**src/rtl/tinytout_pkg.sv**
```systemverilog
// Shared TinyTout definitions: loader FSM states and pin-interface constants.
// The stall address is also used by the top-level bus arbiter.
package tinytout_pkg;

    typedef enum logic [1:0] {
        ST_IDLE    = 2'd0,
        ST_COLLECT = 2'd1,
        ST_HOLD    = 2'd2
    } loader_state_t;

    localparam int unsigned WORD_BYTES = 4;
    localparam logic [7:0]  STALL_ADDR = 8'hFF;

endpackage

```
**src/rtl/serial_word_loader.sv**
```systemverilog
// Assembles four host bytes (LSB first) into a 32-bit word for the TinyTout core
// and presents it over a valid/ready handshake; partial words are dropped on timeout.
module serial_word_loader
    import tinytout_pkg::*;
#(
    parameter int unsigned NBYTES    = WORD_BYTES,
    parameter int unsigned TIMEOUT   = 255,
    parameter logic [7:0]  IDLE_ADDR = STALL_ADDR
) (
    input  logic                  clk,
    input  logic                  rst,
    input  logic                  start,
    input  logic [7:0]            data_in,
    input  logic                  byte_valid,
    output logic [8*NBYTES-1:0]   word_out,
    output logic                  word_valid,
    input  logic                  word_ready,
    output logic [7:0]            address_out,
    output logic                  busy,
    output logic                  timeout_err
);

    localparam int unsigned     CNT_W       = (TIMEOUT > 0) ? $clog2(TIMEOUT + 1) : 1;
    localparam int unsigned     IDX_W       = $clog2(NBYTES);
    localparam logic [IDX_W-1:0] LAST_IDX   = IDX_W'(NBYTES - 1);
    localparam logic [CNT_W:0]  TIMEOUT_CMP = (CNT_W + 1)'(TIMEOUT);

    loader_state_t      state_reg, state_next;
    logic [IDX_W-1:0]   index_reg, index_next;
    logic [CNT_W-1:0]   idle_cnt_reg, idle_cnt_next;
    logic [CNT_W:0]     cnt_inc;
    logic [7:0]         addr_reg, addr_next;
    logic               word_valid_reg, word_valid_next;
    logic               busy_reg, busy_next;
    logic               timeout_err_reg, timeout_err_next;
    logic [NBYTES-1:0]  lane_we;
    logic               lane_clr;

    always_ff @(posedge clk or posedge rst) begin
        if (rst) begin
            state_reg       <= ST_IDLE;
            index_reg       <= '0;
            idle_cnt_reg    <= '0;
            addr_reg        <= IDLE_ADDR;
            word_valid_reg  <= 1'b0;
            busy_reg        <= 1'b0;
            timeout_err_reg <= 1'b0;
        end else begin
            state_reg       <= state_next;
            index_reg       <= index_next;
            idle_cnt_reg    <= idle_cnt_next;
            addr_reg        <= addr_next;
            word_valid_reg  <= word_valid_next;
            busy_reg        <= busy_next;
            timeout_err_reg <= timeout_err_next;
        end
    end

    always_comb begin
        state_next       = state_reg;
        index_next       = index_reg;
        idle_cnt_next    = idle_cnt_reg;
        timeout_err_next = 1'b0;
        lane_we          = '0;
        lane_clr         = 1'b0;
        cnt_inc          = {1'b0, idle_cnt_reg} + (CNT_W + 1)'(1);

        case (state_reg)
            ST_IDLE: begin
                if (start) begin
                    state_next    = ST_COLLECT;
                    index_next    = '0;
                    idle_cnt_next = '0;
                    lane_clr      = 1'b1;
                end
            end
            ST_COLLECT: begin
                if (byte_valid) begin
                    // An accepted byte always beats a coincident timeout.
                    lane_we[index_reg] = 1'b1;
                    idle_cnt_next      = '0;
                    if (index_reg == LAST_IDX) begin
                        state_next = ST_HOLD;
                    end else begin
                        index_next = index_reg + IDX_W'(1);
                    end
                end else begin
                    if (!cnt_inc[CNT_W]) begin
                        idle_cnt_next = cnt_inc[CNT_W-1:0];
                    end
                    if ((TIMEOUT != 0) && (cnt_inc == TIMEOUT_CMP)) begin
                        timeout_err_next = 1'b1;
                        state_next       = ST_IDLE;
                        index_next       = '0;
                        idle_cnt_next    = '0;
                        lane_clr         = 1'b1;
                    end
                end
            end
            ST_HOLD: begin
                if (word_ready) begin
                    state_next = ST_IDLE;
                end
            end
            default: state_next = ST_IDLE;
        endcase

        // Status outputs are registered from the next state so they change with the edge.
        addr_next       = (state_next == ST_COLLECT) ? (8'h01 + 8'(index_next)) : IDLE_ADDR;
        busy_next       = (state_next != ST_IDLE);
        word_valid_next = (state_next == ST_HOLD);
    end

    genvar gi;
    generate
        for (gi = 0; gi < NBYTES; gi++) begin : g_lane
            logic [7:0] lane_reg;
            always_ff @(posedge clk or posedge rst) begin
                if (rst) begin
                    lane_reg <= '0;
                end else if (lane_clr) begin
                    lane_reg <= '0;
                end else if (lane_we[gi]) begin
                    lane_reg <= data_in;
                end
            end
            assign word_out[8*gi +: 8] = lane_reg;
        end
    endgenerate

    assign address_out = addr_reg;
    assign word_valid  = word_valid_reg;
    assign busy        = busy_reg;
    assign timeout_err = timeout_err_reg;

endmodule

```
**config.mk**
```make
export PLATFORM = sky130hd
export DESIGN_NAME = serial_word_loader
export DESIGN_NICKNAME = d
export VERILOG_FILES = /design/src/rtl/tinytout_pkg.sv /design/src/rtl/serial_word_loader.sv
export SDC_FILE = /design/constraint.sdc
export NUM_CORES = 1
export LEC_CHECK = 0
export ABC_AREA = 1
export ABC_CLOCK_PERIOD_IN_PS = 2400
export CORE_MARGIN = 2
export CORE_UTILIZATION = 40
export CTS_BUF_LIST = sky130_fd_sc_hd__clkbuf_8
export DETAILED_ROUTE_END_ITERATION = 10
export HOLD_SLACK_MARGIN = 0.02
export PLACE_DENSITY_LB_ADDON = 0.12
export SLEW_MARGIN = 30
export SYNTH_ARGS = -nofsm -noshare
export SYNTH_HDL_FRONTEND = slang
export SYNTH_SLANG_ARGS = --single-unit
```
**constraint.sdc**
```tcl
create_clock -name clk -period 2.4 [get_ports clk]
set_input_delay 0.36 -clock clk [delete_from_list [all_inputs] [get_ports clk]]
set_output_delay 0.36 -clock clk [all_outputs]
set_load 0.02 [all_outputs]
```
### Yosys cells after proc, flatten, opt, wreduce, memory -nomap -nowiden

Cells that the tools add are included.

* latch bits: 0
* memories: 0
* logic and storage cells: 67
* output and inout port bits: 43
* bits of input ports: 13
* bits in writable memories: 0
* bits in read-only memories: 0
* flip-flop bits (word level): 55

* reduce and logical (&&, ||, !) cells: 9
* $mul: 0
* magnitude comparators: 2
* div/mod/pow operators: 0
* bitwise gates (word level): 0
* add/sub/neg operators: 3
* shift operators: 0
* equal/unequal tests: 8
* multiplexer cells: 34

Operator list (number)
* $mux 8: 13
* $mux 2: 9
* $pmux 8 s2: 1
* $reduce_bool 2->1: 6
* $add 8x1->9 const B: 1
* $eq 9x8->1 const B: 1
* $mux 4: 2
* $eq 2x2->1 const B: 3
* $pmux 2 s3: 1
* $mux 1: 5
* $eq 2x1->1 const B: 2
* $ne 4x4->1 const B: 1
* $pmux 2 s2: 1
* $add 1x2->3 const A: 1
* $lt 2x3->1 const B: 1
* $reduce_and 3->1: 1
* $add 2x1->2 const B: 1
* $demux 1 s2: 1
* $ge 2x1->1 const B: 1
* $logic_not 2->1: 1
* $ne 2x2->1 const B: 1
* $pmux 1 s2: 1
* $logic_and 1x1->1: 1

### Depth between registers and ports, before layout

* depth after elaboration: 8
* mapped depth: 14
* depth with buffers taken out: 13

### Least setup slack after synthesis

No wires, ideal clock.

* path kind: reg2reg
* start point: register idle_cnt_reg[0]
* end point: register addr_reg[1] (netlist: address_out[1])
* stages on the path, launching flop included: 14
* arrival time: 1769 ps
* required time: 2321 ps
* clock period less this slack: 1849 ps
* setup time: 79 ps
* slack: 551 ps
* buffers on the path: 1
* path through: dfrtp_1 ha_1 nand2_1 nand2_1 nor2_1 nand3_1 nor2_4 nand3_2 buf_6 nand2_1 inv_2 ha_1 inv_1 nand2_1

* cells in the longest elaborated chain, start to end: 7
* elaborated cells on any way between the ends: 11
* those cells by class: add/sub (2); eq/ne (2); mux (7)

RTL lines
* start, declared: line serial_word_loader.sv:30 `logic [CNT_W-1:0] idle_cnt_reg, idle_cnt_next;`
* start signal, assigned: line serial_word_loader.sv:51 `idle_cnt_reg <= idle_cnt_next;`
* $add 8x1->9: line serial_word_loader.sv:66 `cnt_inc = {1'b0, idle_cnt_reg} + (CNT_W + 1)'(1);`
* $eq 9x8->1: line serial_word_loader.sv:91 `if ((TIMEOUT != 0) && (cnt_inc == TIMEOUT_CMP)) begin`
* $mux 2: line serial_word_loader.sv:91
* $mux 2: line serial_word_loader.sv:78 `if (byte_valid) begin`
* $pmux 2 s2: line serial_word_loader.sv:68 `case (state_reg)`
* net index_next[0]: line serial_word_loader.sv:29 `logic [IDX_W-1:0] index_reg, index_next;`
* $add 1x2->3: line serial_word_loader.sv:109 `addr_next = (state_next == ST_COLLECT) ? (8'h01 + 8'(index_next)) : IDLE_ADDR;`
* $mux 8: line serial_word_loader.sv:109
* net addr_next[1]: line serial_word_loader.sv:32 `logic [7:0] addr_reg, addr_next;`
* end signal, assigned: line serial_word_loader.sv:52 `addr_reg <= addr_next;`
* end, declared: line serial_word_loader.sv:32

The timed path passes the listed nets, and every way through them passes these cells.
A chain may end at the register's enable or synchronous reset.

### Final worst setup path

* start point: register idle_cnt_reg[1]
* end point: register addr_reg[1] (netlist: address_out[1])

The elaborated chain is that of the path after synthesis.

==> flow_summary.rst <==
.. list-table::
   :header-rows: 1

   * - Metric
     - Value
   * - Worst-margin pin slew
     - 0.581 ns
   * - Resized cells post-CTS
     - 0
   * - Post-route clock skew
     - 0.00949 ns
   * - Clock Latency Late Sink
     - approximately 0.31 ns
   * - ANT nets after route
     - 0
   * - Remaining global-route overflow
     - 0
   * - Worst slew margin relative to its limit
     - between 60% and 70%
   * - Number of detailed-route iterations in the first pass
     - 4
   * - Largest fanout of any net on the critical path
     - 5
   * - Proportion of synthesized chip area in sequential cells
     - between 50% and 60%
   * - Row count
     - 28
   * - Number of buffers inserted by post-CTS setup repair
     - 0
   * - Number of failing hold endpoints at the final stage
     - 0
   * - Area of the placeable core
     - 0.00596 sq mm
   * - Number of violations reported at the end of detailed-routing iteration 0
     - between 200 and 250
   * - Via count of the first global-routing pass
     - 1972
   * - Vias after detailed routing
     - between 2000 and 2500
   * - Setup slack after placement
     - 0.332 ns
   * - Reported net switching power
     - approximately 1500 uW
   * - Die width
     - roughly 83 um
   * - Cell area after synthesis
     - ~0.0025 sq mm
   * - Synthesized flop and latch total
     - ~50
   * - Global-route wire length before repair
     - about 10000 um
   * - Number of flip-flops under the largest register name
     - 32
   * - Effective utilization at floorplan
     - 41.8%
   * - Data arrival time of the critical path
     - ~2.3 ns
   * - CTS clock-pin slew for the worst setup and hold paths
     - 0.09 ns
   * - Top Ports
     - 56
   * - Startpoint of the most critical setup path
     - idle_cnt_reg[1]$_DFFE_PP0P_
   * - Count of input and output buffers
     - 55
   * - Routed via count divided by cell count
     - 5.34
   * - Area share of the largest cell type after synthesis
     - roughly 47%
   * - Total wirelength of the detailed-routed design
     - about 5900 um
   * - Async set or reset register ratio after synthesis
     - between 90% and 100%
   * - Netlist cell types
     - 24
   * - Power share of the clock group
     - around 17%
   * - Met1 layer usage reported by global route
     - between 20 and 30%
   * - Internal cell power
     - between 2000 and 2500 uW
   * - Total GRT Usage
     - 18.2%
   * - Area of all placed cells without fillers
     - around 0.0032 sq mm
   * - Worst path slowest cell
     - sky130_fd_sc_hd__dfrtp_1
   * - Worst Slack Setup Final
     - between 0.3 and 0.4 ns
   * - Portion of total power attributed to combinational logic
     - a little under half
   * - Cell types occupying the most area after synthesis
     - sky130_fd_sc_hd__dfrtp_1 47%, sky130_fd_sc_hd__nand4_1 18%, sky130_fd_sc_hd__nand2_1 9.3%
   * - Antenna diodes
     - 0
   * - Vert. Die Dim
     - between 80 and 90 um
   * - Buf/Inv on CP
     - 1
   * - Max Buffers Root-to-Sink
     - 2
   * - CP top delay family
     - simple AND/OR/NAND/NOR gates
   * - Cts bufs inserted
     - 5
   * - Max-Cap Viols
     - 0
   * - Cells along the critical path
     - ha_1 > nand3_1 > o21ai_1 > nand2_1 > nor2_2 > nand3_1 > nand2_1 > o21ai_0 > ha_1 > inv_1 > nand2_1
   * - Global-route layer with the greatest usage
     - met1
   * - Worst hold path type
     - in -> async
   * - Number of cells after detailed placement
     - approximately 400
   * - Yosys top cell by area
     - sky130_fd_sc_hd__dfrtp_1
   * - Final setup violation count
     - 0
   * - Post-layout minimum cycle time
     - 2.08 ns
   * - RSZ-0062 raised after global routing
     - no
   * - Count of synthesis-stage warnings from yosys
     - 0
   * - Met3 Resource Use GR
     - under 10%
   * - Summed negative setup slack over all endpoints
     - 0 ns
   * - Overall die area
     - slightly below 0.007 sq mm
   * - Number of pins with negative max-slew slack in the final report
     - 0
   * - Pin count of the biggest net entering global routing
     - 66
   * - Area growth, synth to finish
     - 28.0%
   * - Most numerous cell on the critical path
     - sky130_fd_sc_hd__nand2_1
   * - CTS H-Tree Depth
     - 2
   * - Global routing usage on met2
     - 25.4%
   * - Final critical-path share of the clock period
     - roughly 87%
   * - Part of the total power dissipated in sequential elements
     - approximately 37%
   * - Final standard cell utilization of the core
     - between 50% and 60%
   * - Switching fraction of total power
     - ~40%
   * - Root Buffer
     - sky130_fd_sc_hd__clkbuf_8
   * - CTS tree
     - done
   * - Net count of the finished layout
     - 350
   * - Number of fill cells
     - 569
   * - Post-route insts no fill
     - 410
   * - Startpoint type of the worst setup path
     - flip-flop
   * - Leak Pwr
     - 0.00151 uW
   * - Most instantiated cells after synthesis
     - 70 x sky130_fd_sc_hd__nand4_1, 62 x sky130_fd_sc_hd__nand2_1, 47 x sky130_fd_sc_hd__dfrtp_1
   * - Maximum achievable frequency
     - 481 MHz
   * - Setup Crit Path Kind
     - reg -> reg
   * - RR Startpoint
     - idle_cnt_reg[1]$_DFFE_PP0P_
   * - Most frequent cell after synthesis
     - sky130_fd_sc_hd__nand4_1
   * - Syn Nets
     - between 200 and 300
   * - Number of clock sinks seen by CTS
     - between 50 and 60
   * - Cell count after synthesis
     - roughly 280
   * - Highest cell delay on the worst timing path
     - between 0.4 and 0.5 ns
   * - Routability congestion estimate
     - between 0.8 and 0.9
   * - Fraction of layout cells with a size suffix above 1
     - between 10% and 20%
   * - Placed Instance Area
     - between 0.003 and 0.004 sq mm
   * - Number of flops mapped to enable cells by yosys
     - 0
   * - Dpl hpwl
     - around 4200 um
   * - # DRC
     - 0
   * - CP required
     - about 2.6 ns
   * - Syn Area/Cell
     - about 9 sq um
   * - Mean routed wirelength per cell
     - 14.5 um
   * - Crit end category
     - flip-flop
   * - Largest vdd supply drop
     - slightly above 0.0006 V
   * - Flip-flop and latch area
     - about 0.0013 sq mm
   * - Power Dens Cells
     - between 1000 and 1500 mW/mm^2
   * - Main synth FF type
     - sky130_fd_sc_hd__dfrtp_1
   * - Hold_buf cts
     - 0
   * - Total area of multi-input combinational cells
     - roughly 970 sq um
   * - Outcome
     - complete, no violations
   * - Number of antenna violations at the first check in global routing
     - 0
==> stage by stage <==
stage	hold slack [ns]	power, uW
final	0.345	3690
after global routing	0.385	3950
after CTS	0.348	3730
after detailed placement	0.496	3080
after global placement	0.496	3050
after floorplan	0.446	2350
==> power groups by stage <==
stage | logic (uW) | registers, uW | clock network (uW)
2_1_floorplan | 715 | 1640 | 0
3_3_place_gp | 1690 | 1370 | 0
3_5_place_dp | 1710 | 1370 | 0
4_1_cts | 1720 | 1350 | 659
5_1_grt | 1850 | 1390 | 699
6_report | 1700 | 1350 | 636
==> layout by cell type, fill, tap and decap left out, drive strengths merged <==
cell,count
o21ai,10
clkdlybuf4s50,55
ha,3
inv,31
nor2,14
nand4,70
dfstp,4
nor3,1
a21boi,1
nand3,14
o31ai,2
a211oi,2
nand2,64
dfrtp,47
buf,8
clkbuf,6
a21oi,2
bufinv,1
==> logic make-up after synthesis <==
group | after synthesis | synth area share (%)
AOI/OAI and AO/OA | 17 | 3.92
adders and majority gates | 3 | 1.51
buffers and inverters | 49 | 9.64
DFF | 51 | 51.4
and+or+nand+nor | 163 | 33.5
==> worst reg2reg max path: stages (launching register included) <==
cell and delay [ns]:
sky130_fd_sc_hd__dfrtp_1 0.44, sky130_fd_sc_hd__ha_1 0.28, sky130_fd_sc_hd__nand3_1 0.10, sky130_fd_sc_hd__o21ai_1 0.17
sky130_fd_sc_hd__nand2_1 0.08, sky130_fd_sc_hd__nor2_2 0.17, sky130_fd_sc_hd__nand3_1 0.15, sky130_fd_sc_hd__nand2_1 0.08
sky130_fd_sc_hd__o21ai_0 0.13, sky130_fd_sc_hd__ha_1 0.32, sky130_fd_sc_hd__inv_1 0.05, sky130_fd_sc_hd__nand2_1 0.05
==> worst paths after layout <==
| kind | end | slack (ns) | cells past startpoint |
|---|---|---|---|
| min reg2reg | word_valid$_DFF_PP0_ | 0.51 | 1 |
| max | address_out[1]$_DFF_PP1_ | 0.32 | 11 |
| max reg2reg | address_out[1]$_DFF_PP1_ | 0.32 | 11 |
| min in group clk | word_valid$_DFF_PP0_ | 0.51 | 1 |
| max in group asynchronous | address_out[1]$_DFF_PP1_ | 1.43 | 3 |
| min | busy$_DFF_PP0_ | 0.35 | 2 |
==> routing by layer <==
layer	up-vias	wire length [um]
li1	1091	-
met1	1024	2860
met2	68	2640
met3	5	373
met4	0	48
met5	-	0
==> final cells by class <==
type,count,share of cell area (%)
clock buffers,6,2.59
multi-input cells,183,30.4
clock inverters,2,1.22
inverters,30,3.53
repair buffers,63,19.1
well taps,75,2.94
flip-flops and latches,51,40.2
No activity file was read; power rests on OpenSTA's default activity.
